==> config.mk <==
export PLATFORM = sky130hd
export DESIGN_NAME = fc_sequencer
export DESIGN_NICKNAME = d
export VERILOG_FILES = /design/src/rtl/fc_sequencer.sv
export SDC_FILE = /design/constraint.sdc
export NUM_CORES = 1
export LEC_CHECK = 0
export CELL_PAD_IN_SITES_DETAIL_PLACEMENT = 1
export CELL_PAD_IN_SITES_GLOBAL_PLACEMENT = 1
export CORE_UTILIZATION = 35
export CTS_CLUSTER_DIAMETER = 80
export DETAILED_ROUTE_END_ITERATION = 8
export PLACE_DENSITY_LB_ADDON = 0.1
export SLEW_MARGIN = 20
export SYNTH_ARGS = -nofsm -noshare
export SYNTH_HDL_FRONTEND = slang
export SYNTH_SLANG_ARGS = --single-unit
==> constraint.sdc <==
create_clock -name clk -period 6.25 [get_ports clk]
set_input_delay 1.25 -clock clk [delete_from_list [all_inputs] [get_ports clk]]
set_output_delay 1.25 -clock clk [all_outputs]
set_load 0.02 [all_outputs]
==> src/rtl/fc_sequencer.sv <==
// ============================================================================
// Module   : fc_sequencer
// Purpose  : Time-multiplexed 10x10 fully connected layer built around one
//            signed MAC. Weights are fetched row-major over a req/gnt port.
// Revision : 1.0
// ============================================================================
`default_nettype none

module fc_sequencer #(
    parameter int bitwidth = 8,
    parameter int accwidth = 2*bitwidth+4
) (
    input  logic                       clk,
    input  logic                       rst_n,
    input  logic                       start,
    input  logic signed [bitwidth-1:0] featuremap3 [0:9],
    output logic                       busy,
    output logic                       done,
    output logic                       out_valid,
    output logic                       weight_req,
    output logic [6:0]                 weight_addr,
    input  logic                       weight_gnt,
    input  logic signed [bitwidth-1:0] weight_rdata,
    output logic signed [bitwidth-1:0] output_vector [0:9]
);

    typedef enum logic [2:0] {
        S_IDLE  = 3'd0,
        S_RUN   = 3'd1,
        S_DRAIN = 3'd2,
        S_WRITE = 3'd3,
        S_DONE  = 3'd4
    } state_t;

    state_t                      r_state;
    logic [3:0]                  r_i;
    logic [3:0]                  r_j;
    logic [3:0]                  r_i_d;
    logic                        r_rd_valid;
    logic signed [accwidth-1:0]  r_acc;
    logic signed [bitwidth-1:0]  r_feat [0:9];

    logic signed [2*bitwidth-1:0] w_prod;
    logic signed [accwidth-1:0]   w_prod_ext;

    assign w_prod     = r_feat[r_i_d] * weight_rdata;
    assign w_prod_ext = {{(accwidth-2*bitwidth){w_prod[2*bitwidth-1]}}, w_prod};
    assign busy       = (r_state != S_IDLE);

    always_ff @(posedge clk or negedge rst_n) begin
        if (!rst_n) begin
            r_state     <= S_IDLE;
            r_i         <= 4'd0;
            r_j         <= 4'd0;
            r_i_d       <= 4'd0;
            r_rd_valid  <= 1'b0;
            r_acc       <= '0;
            done        <= 1'b0;
            out_valid   <= 1'b0;
            weight_req  <= 1'b0;
            weight_addr <= 7'd0;
            for (int k = 0; k < 10; k++) begin
                r_feat[k]        <= '0;
                output_vector[k] <= '0;
            end
        end else begin
            done       <= 1'b0;
            r_rd_valid <= weight_req && weight_gnt;
            r_i_d      <= r_i;
            // Product of the weight accepted last cycle; data arrives one cycle late.
            if (r_rd_valid) begin
                r_acc <= r_acc + w_prod_ext;
            end

            case (r_state)
                S_IDLE: begin
                    if (start) begin
                        for (int k = 0; k < 10; k++) begin
                            r_feat[k] <= featuremap3[k];
                        end
                        out_valid   <= 1'b0;
                        r_i         <= 4'd0;
                        r_j         <= 4'd0;
                        r_acc       <= '0;
                        weight_addr <= 7'd0;
                        weight_req  <= 1'b1;
                        r_state     <= S_RUN;
                    end
                end
                S_RUN: begin
                    // Row-major order makes the address a plain running count.
                    if (weight_gnt) begin
                        r_i         <= r_i + 4'd1;
                        weight_addr <= weight_addr + 7'd1;
                        if (r_i == 4'd9) begin
                            weight_req <= 1'b0;
                            r_state    <= S_DRAIN;
                        end
                    end
                end
                S_DRAIN: begin
                    r_state <= S_WRITE;
                end
                S_WRITE: begin
                    output_vector[r_j] <= r_acc[bitwidth+6:7];
                    r_acc <= '0;
                    r_i   <= 4'd0;
                    if (r_j == 4'd9) begin
                        done      <= 1'b1;
                        out_valid <= 1'b1;
                        r_state   <= S_DONE;
                    end else begin
                        r_j        <= r_j + 4'd1;
                        weight_req <= 1'b1;
                        r_state    <= S_RUN;
                    end
                end
                S_DONE: begin
                    r_state <= S_IDLE;
                end
                default: begin
                    r_state <= S_IDLE;
                end
            endcase
        end
    end

endmodule

`default_nettype wire

==> results.json, run 1 <==
{
  "antenna_found_initial": 0,
  "synth_top_area_share_pct": 45.1,
  "ioPinCount": 183,
  "row_count": 64,
  "drc": 0,
  "dp_hpwl_um": 21100,
  "numCtsBuffers": 25,
  "synth_edf_count": 0,
  "hp-class": "flop to flop",
  "seqCellArea_um2": 5030,
  "setup_tns_ns": 0,
  "globalRouteOverflowTotal": 0,
  "clk_path_buf_depth": 3,
  "finalSetupViolations": 0,
  "vias": 7826,
  "clock_skew_ns": 0.0227,
  "critPathCapture": "r_acc[14]",
  "drive_above_1_share_pct": 15.0,
  "grt_usage_pct": 18.7,
  "whs_ns": 0.429,
  "critPathSlowestCell": "fa_1",
  "multi_input_area_um2": 5670,
  "dr.pass1.iters": 5,
  "fill_cells": 3362,
  "start_kind": "flop",
  "start_util_pct": 36.0,
  "ctsHoldBuffers": 0,
  "r2r-start": "r_i_d[0]",
  "rsz0062_at_grt": "no",
  "die_h_um": 180,
  "critPathMaxStageDelay_ns": 0.58,
  "synth_area_um2": 11100,
  "r2r_slack_ns": 0.31,
  "timing.fmax_mhz": 168,
  "cp_max_fo": 10,
  "slew_viol_final": 0,
  "fin_crit_sh_pct": 95.0,
  "yosysSeqAreaShare_pct": 45.1,
  "synth_ff_type": "dfrtp_1",
  "io_buffers": 182,
  "synth_area_leaders": "dfrtp_1 45%, fa_1 12%, nand2_1 9.6%, mux2_2 9.2%, ha_1 4.6%",
  "criticalPathCategory": "flop to flop",
  "tightest_slew_ns": 1.08,
  "insertion_delay_ns": 0.52,
  "ys_ff_latch": 201,
  "cpMostUsedCell": "fa_1",
  "synth_fp_nets": 1237,
  "num-nets-final": 1424,
  "grt_pass1_wl_um": 48300,
  "cp-end-kind": "flop",
  "fin_crit_ns": 5.94,
  "synth_top_cell_by_area": "dfrtp_1",
  "clk_pin_slew_ns": 0.06,
  "synth_warnings": 0,
  "rr_endpoint": "r_acc[14]",
  "worstRegToRegCells": 20,
  "netlist_instances": 1038,
  "dpl_cell_area_um2": 13500,
  "wl_per_cell_um": 17.8,
  "status": "finished, final reports clean",
  "cts.sinks": 201,
  "core_area_um2": 31000,
  "max_slew_margin_pct": 27.7,
  "root_buffer": "clkbuf_16",
  "final_area_um2": 14400,
  "globalplace.congestion": 0.773,
  "fp.dieArea_um2": 32600,
  "cp_cell_sequence": "buf_12 > mux4_2 > a221oi_1 > a21oi_1 > buf_4 > and2_1 > fa_1 > inv_1 > fa_1 > inv_1 > fa_1 > fa_1 > fa_1 > ha_1 > o21ai_0 > a21o_1 > a211o_1 > and3b_1 > mux2i_1 > o21ai_1",
  "cp-startpoint": "r_i_d[0]",
  "ys_types": 48,
  "worst_ep_required_time_ns": 6.61,
  "avgSynthCellArea_um2": 10.7,
  "grt_pass1_vias": 8785,
  "antenna_cells": 0,
  "hold_viol": 0,
  "grt_max_degree": 145,
  "syn_to_final_growth_pct": 29.3,
  "drtIter0Drc": 315,
  "synthArstFlopShare_pct": 100,
  "cts_tree": "yes",
  "routed_wl_um": 29100,
  "h-tree-depth": 1,
  "maxCapViolations": 0,
  "cp.arrival_ns": 6.30,
  "die_w_um": 180,
  "via_per_inst": 4.77,
  "postRouteAntennaNets": 0
}
-- cell usage in the layout, fill, tap and decap left out, types with 21 or more instances in the layout --
| cell | n |
|---|---|
| fa_1 | 66 |
| clkbuf_16 | 26 |
| mux2_2 | 91 |
| nor2_1 | 38 |
| ha_1 | 41 |
| and2_1 | 37 |
| dfrtp_1 | 200 |
| nand2_1 | 284 |
| buf_4 | 21 |
| clkdlybuf4s50_1 | 181 |
| inv_1 | 76 |
-- worst min-delay path by stage --
stage | from | to | cells past startpoint
floorplan | r_i[3] | r_i_d[3] | 0
global placement | r_i[1] | r_i_d[1] | 0
detailed placement | r_i[1] | r_i_d[1] | 0
CTS | r_i[1] | r_i_d[1] | 0
global route | r_i[1] | r_i_d[1] | 0
finish | r_i[1] | r_i_d[1] | 0
-- worst max-delay path: cells and delay by family (launching register included) --
family                   cells  cell delay, ns
flip-flops                   1            0.38
multiplexers                 2            0.66
adder cells (fa/ha/maj)      6            2.82
buffers and inverters        4            0.46
AND/OR/NAND/NOR              2            0.34
AO/OA/AOI/OAI                6            1.11
-- layer usage --
layer	track usage, %	up-vias	part of all wire, %
met3	3.64	33	4.9
met5	0	-	0
met1	25.4	3937	46
met4	3.49	0	1.4
met2	31.2	133	48
li1	-	3723	-
-- flip-flops by register name (all words and copies together) (netlist names), 3 cells and up --
name / flops
output_vector: 80
r_acc: 15
r_state: 3
r_i: 4
r_feat: 80
r_j: 4
weight_addr: 7
r_i_d: 4
-- metrics by stage --
step	setup WS [ns]	utilization (%)	std cells
CTS	0.112	46.3	1637
floorplan	0.464	-	1038
detailed placement	0.0352	43.5	1592
finish	0.310	46.5	1639
global placement	0.120	43.5	1592
global route	0.00877	46.5	1639
-- layout make-up --
| cell class | count | share of cell area (%) |
|---|---|---|
| inverter | 76 | 1.98 |
| clock inverter | 10 | 1.07 |
| sequential | 201 | 34.9 |
| tap | 396 | 3.44 |
| timing repair buffer | 207 | 14.4 |
| multi-input combinational | 714 | 39.4 |
| clock buffer | 35 | 4.88 |
-- what timing repair did --
item,CTS,global route
endpoints found under the hold margin,0,0
gates resized for setup,0,8
setup buffers,0,1
setup endpoints to repair,0,3
-- synth_stat cells (2+ instances only) --
cell / instances
nand4_1: 5
a221oi_1: 8
xor2_1: 12
clkbuf_1: 37
and2_1: 38
nor3_1: 6
o41ai_1: 2
nand2_2: 4
inv_1: 76
nor2_1: 38
fa_1: 66
mux4_2: 14
ha_1: 41
dfrtp_1: 201
a21o_1: 3
xnor2_1: 14
nand3_1: 7
nand2_1: 285
nor2b_1: 4
mux2i_1: 12
nand2b_1: 8
or3_1: 2
o21ai_0: 9
or4_1: 2
buf_2: 3
and3_1: 3
mux2_2: 91
o22ai_1: 3
buf_4: 2
buf_1: 4
a211oi_1: 3
a21oi_1: 19
-- kinds of logic (layout without fill, tap and decap cells) --
kind of cell / after synthesis / count (layout) / share of synthesized area [%]
buf+inv: 123 / 328 / 4.31
fa+ha+maj: 107 / 107 / 16.5
mux: 118 / 118 / 13.2
flops: 201 / 201 / 45.1
xor+xnor: 26 / 26 / 2.04
simple gates: 409 / 409 / 15.7
compound gates: 54 / 54 / 3.12
Power of run 1 is left out: the tool's default activity adds up to more than one toggle a clock period on the data nets, which glitch-free logic cannot reach.
==> run 2: changes to the inputs <==
- clock period: 6.25 -> 7.1 ns (I/O delays scaled with it)
==> run 2 against run 1 <==
Net effect:
- clock skew down 0.0060 ns
- first-iteration DRC count down 35%
- cell area is 2.0% lower
- hold slack gained 0.0029 ns
- via count about the same
- critical path depth decreased by 3
- routed wire length fell by 0.45%
- fmax decreased by 6.3%
- die area unchanged
- critical endpoint is now r_acc[13]
==> results.json, run 2 (synthesis gave the netlist of run 1 again) <==
{
  "finalSetupViolations": 0,
  "h-tree-depth": 1,
  "antenna_found_initial": 0,
  "grt_most_used_layer": "met2",
  "globalRouteOverflowTotal": 0,
  "setup_tns_ns": 0,
  "io_buffers": 182,
  "vias": 7820,
  "num-nets-final": 1405,
  "dr.pass1.iters": 4,
  "grt_pass1_wl_um": 48900,
  "mostFrequentLayoutCells": "284 x nand2_1, 201 x dfrtp_1, 181 x clkdlybuf4s50_1",
  "cts.sinks": 201,
  "placed_cells": 1576,
  "drive_above_1_share_pct": 13.2,
  "drc": 0,
  "rsz0062_at_grt": "no",
  "max_slew_margin_pct": 39.2,
  "core_area_um2": 31000,
  "ctsHoldBuffers": 0,
  "start_util_pct": 36.0,
  "ioPinCount": 183,
  "grt_max_degree": 150,
  "cts_resized": 0,
  "tightest_slew_ns": 0.911,
  "cts_tree": "yes",
  "dp_hpwl_um": 21200,
  "dpl_cell_area_um2": 13300,
  "cp-end-kind": "flop",
  "insertion_delay_ns": 0.53,
  "status": "finished, final reports clean",
  "fin_crit_ns": 6.34,
  "start_kind": "flop",
  "worst_ep_required_time_ns": 7.47,
  "criticalPathCategory": "flop to flop",
  "grt_pass1_vias": 8891,
  "grt_use_met2_pct": 31.7,
  "critPathMaxStageDelay_ns": 0.86,
  "clk_path_buf_depth": 3,
  "critical_path.top_delay_family": "adder cells",
  "root_buffer": "clkbuf_16",
  "drtIter0Drc": 205,
  "final_area_um2": 14100,
  "whs_ns": 0.432,
  "clk_pin_slew_ns": 0.06,
  "via_per_inst": 4.83,
  "maxCapViolations": 0,
  "top_regs": "output_vector (80), r_feat (80), r_acc (15)",
  "slew_viol_final": 0,
  "use_met1_pct": 24.9,
  "hold_viol": 0,
  "antenna_cells": 0,
  "globalplace.congestion": 0.791,
  "postCtsSetupRepairBufs": 0,
  "syn_to_final_growth_pct": 26.7,
  "cp_cell_sequence": "mux4_2 > a221oi_1 > a21oi_1 > and2_1 > fa_1 > inv_1 > fa_1 > inv_1 > fa_1 > fa_1 > fa_1 > ha_1 > a21oi_1 > o22ai_1 > o41ai_1 > mux2i_1 > o21ai_0",
  "fin_crit_sh_pct": 89.3,
  "layout_commonest_cell": "nand2_1",
  "routed_wl_um": 29000,
  "fin_cells": 1618,
  "postRouteAntennaNets": 0,
  "critPathSlowestCell": "dfrtp_1",
  "clock_skew_ns": 0.0166,
  "cp_max_fo": 16,
  "numCtsBuffers": 24,
  "cpMostUsedCell": "fa_1",
  "cp.arrival_ns": 6.71,
  "grt_usage_pct": 18.8,
  "die_w_um": 180,
  "grt_use_met3_pct": 3.78,
  "fp.dieArea_um2": 32600,
  "row_count": 64,
  "die_h_um": 180,
  "hp-class": "flop to flop",
  "wl_per_cell_um": 17.9,
  "timing.fmax_mhz": 158,
  "path_buf_inv": 2
}
## run 2: cell types whose count changed in the layout (fill, tap and decap cells not counted), moves of 2 or more
cell,change
a21oi_2,-2
clkbuf_16,-2
clkinv_2,+2
clkbuf_8,-2
a221oi_2,-2
buf_4,-15
a21oi_1,+2
buf_12,-2
bufinv_16,-2
a221oi_1,+2
## run 2: final timing paths
check	to	cells past startpoint	slack (ns)	start
worst min register to register	r_i_d[1]	0	0.43	r_i[1]
max in group asynchronous	weight_req	2	5.05	rst_n
min in group asynchronous	r_feat[75]	1	0.84	rst_n
worst max-delay path	r_acc[13]	17	0.76	r_i_d[1]
worst max register to register	r_acc[13]	17	0.76	r_i_d[1]
worst min-delay path	r_i_d[1]	0	0.43	r_i[1]
## run 2: layout make-up
class                           count  area, um^2
Timing Repair Buffer              189        1890
Inverter                           76         285
Tap cell                          396         495
Clock buffer                       31         647
Clock inverter                     11         133
Sequential cell                   201        5030
Multi-Input combinational cell    714        5640
Fill cell                        3331       16900
## run 2: through the flow
step	worst slack, ns	util (%)
after floorplan	1.31	-
after global placement	0.768	43.0
after detailed placement	0.679	43.0
after CTS	0.767	45.6
after global routing	0.449	45.6
final	0.761	45.6
## run 2: routing by layer
layer / wire length (um) / up-vias
li1: - / 3681
met1: 13000 / 3969
met2: 14000 / 130
met3: 1370 / 40
met4: 633 / 0
met5: 0 / -
## run 2: worst register-to-register path, stage by stage (launching register included)
cell and delay (ns):
dfrtp_1 0.86, mux4_2 0.47, a221oi_1 0.39, a21oi_1 0.23, and2_1 0.26, fa_1 0.47, inv_1 0.05, fa_1 0.48
inv_1 0.06, fa_1 0.51, fa_1 0.58, fa_1 0.42, ha_1 0.34, a21oi_1 0.22, o22ai_1 0.15, o41ai_1 0.36
mux2i_1 0.24, o21ai_0 0.10
Power of run 2 is left out for the same reason.
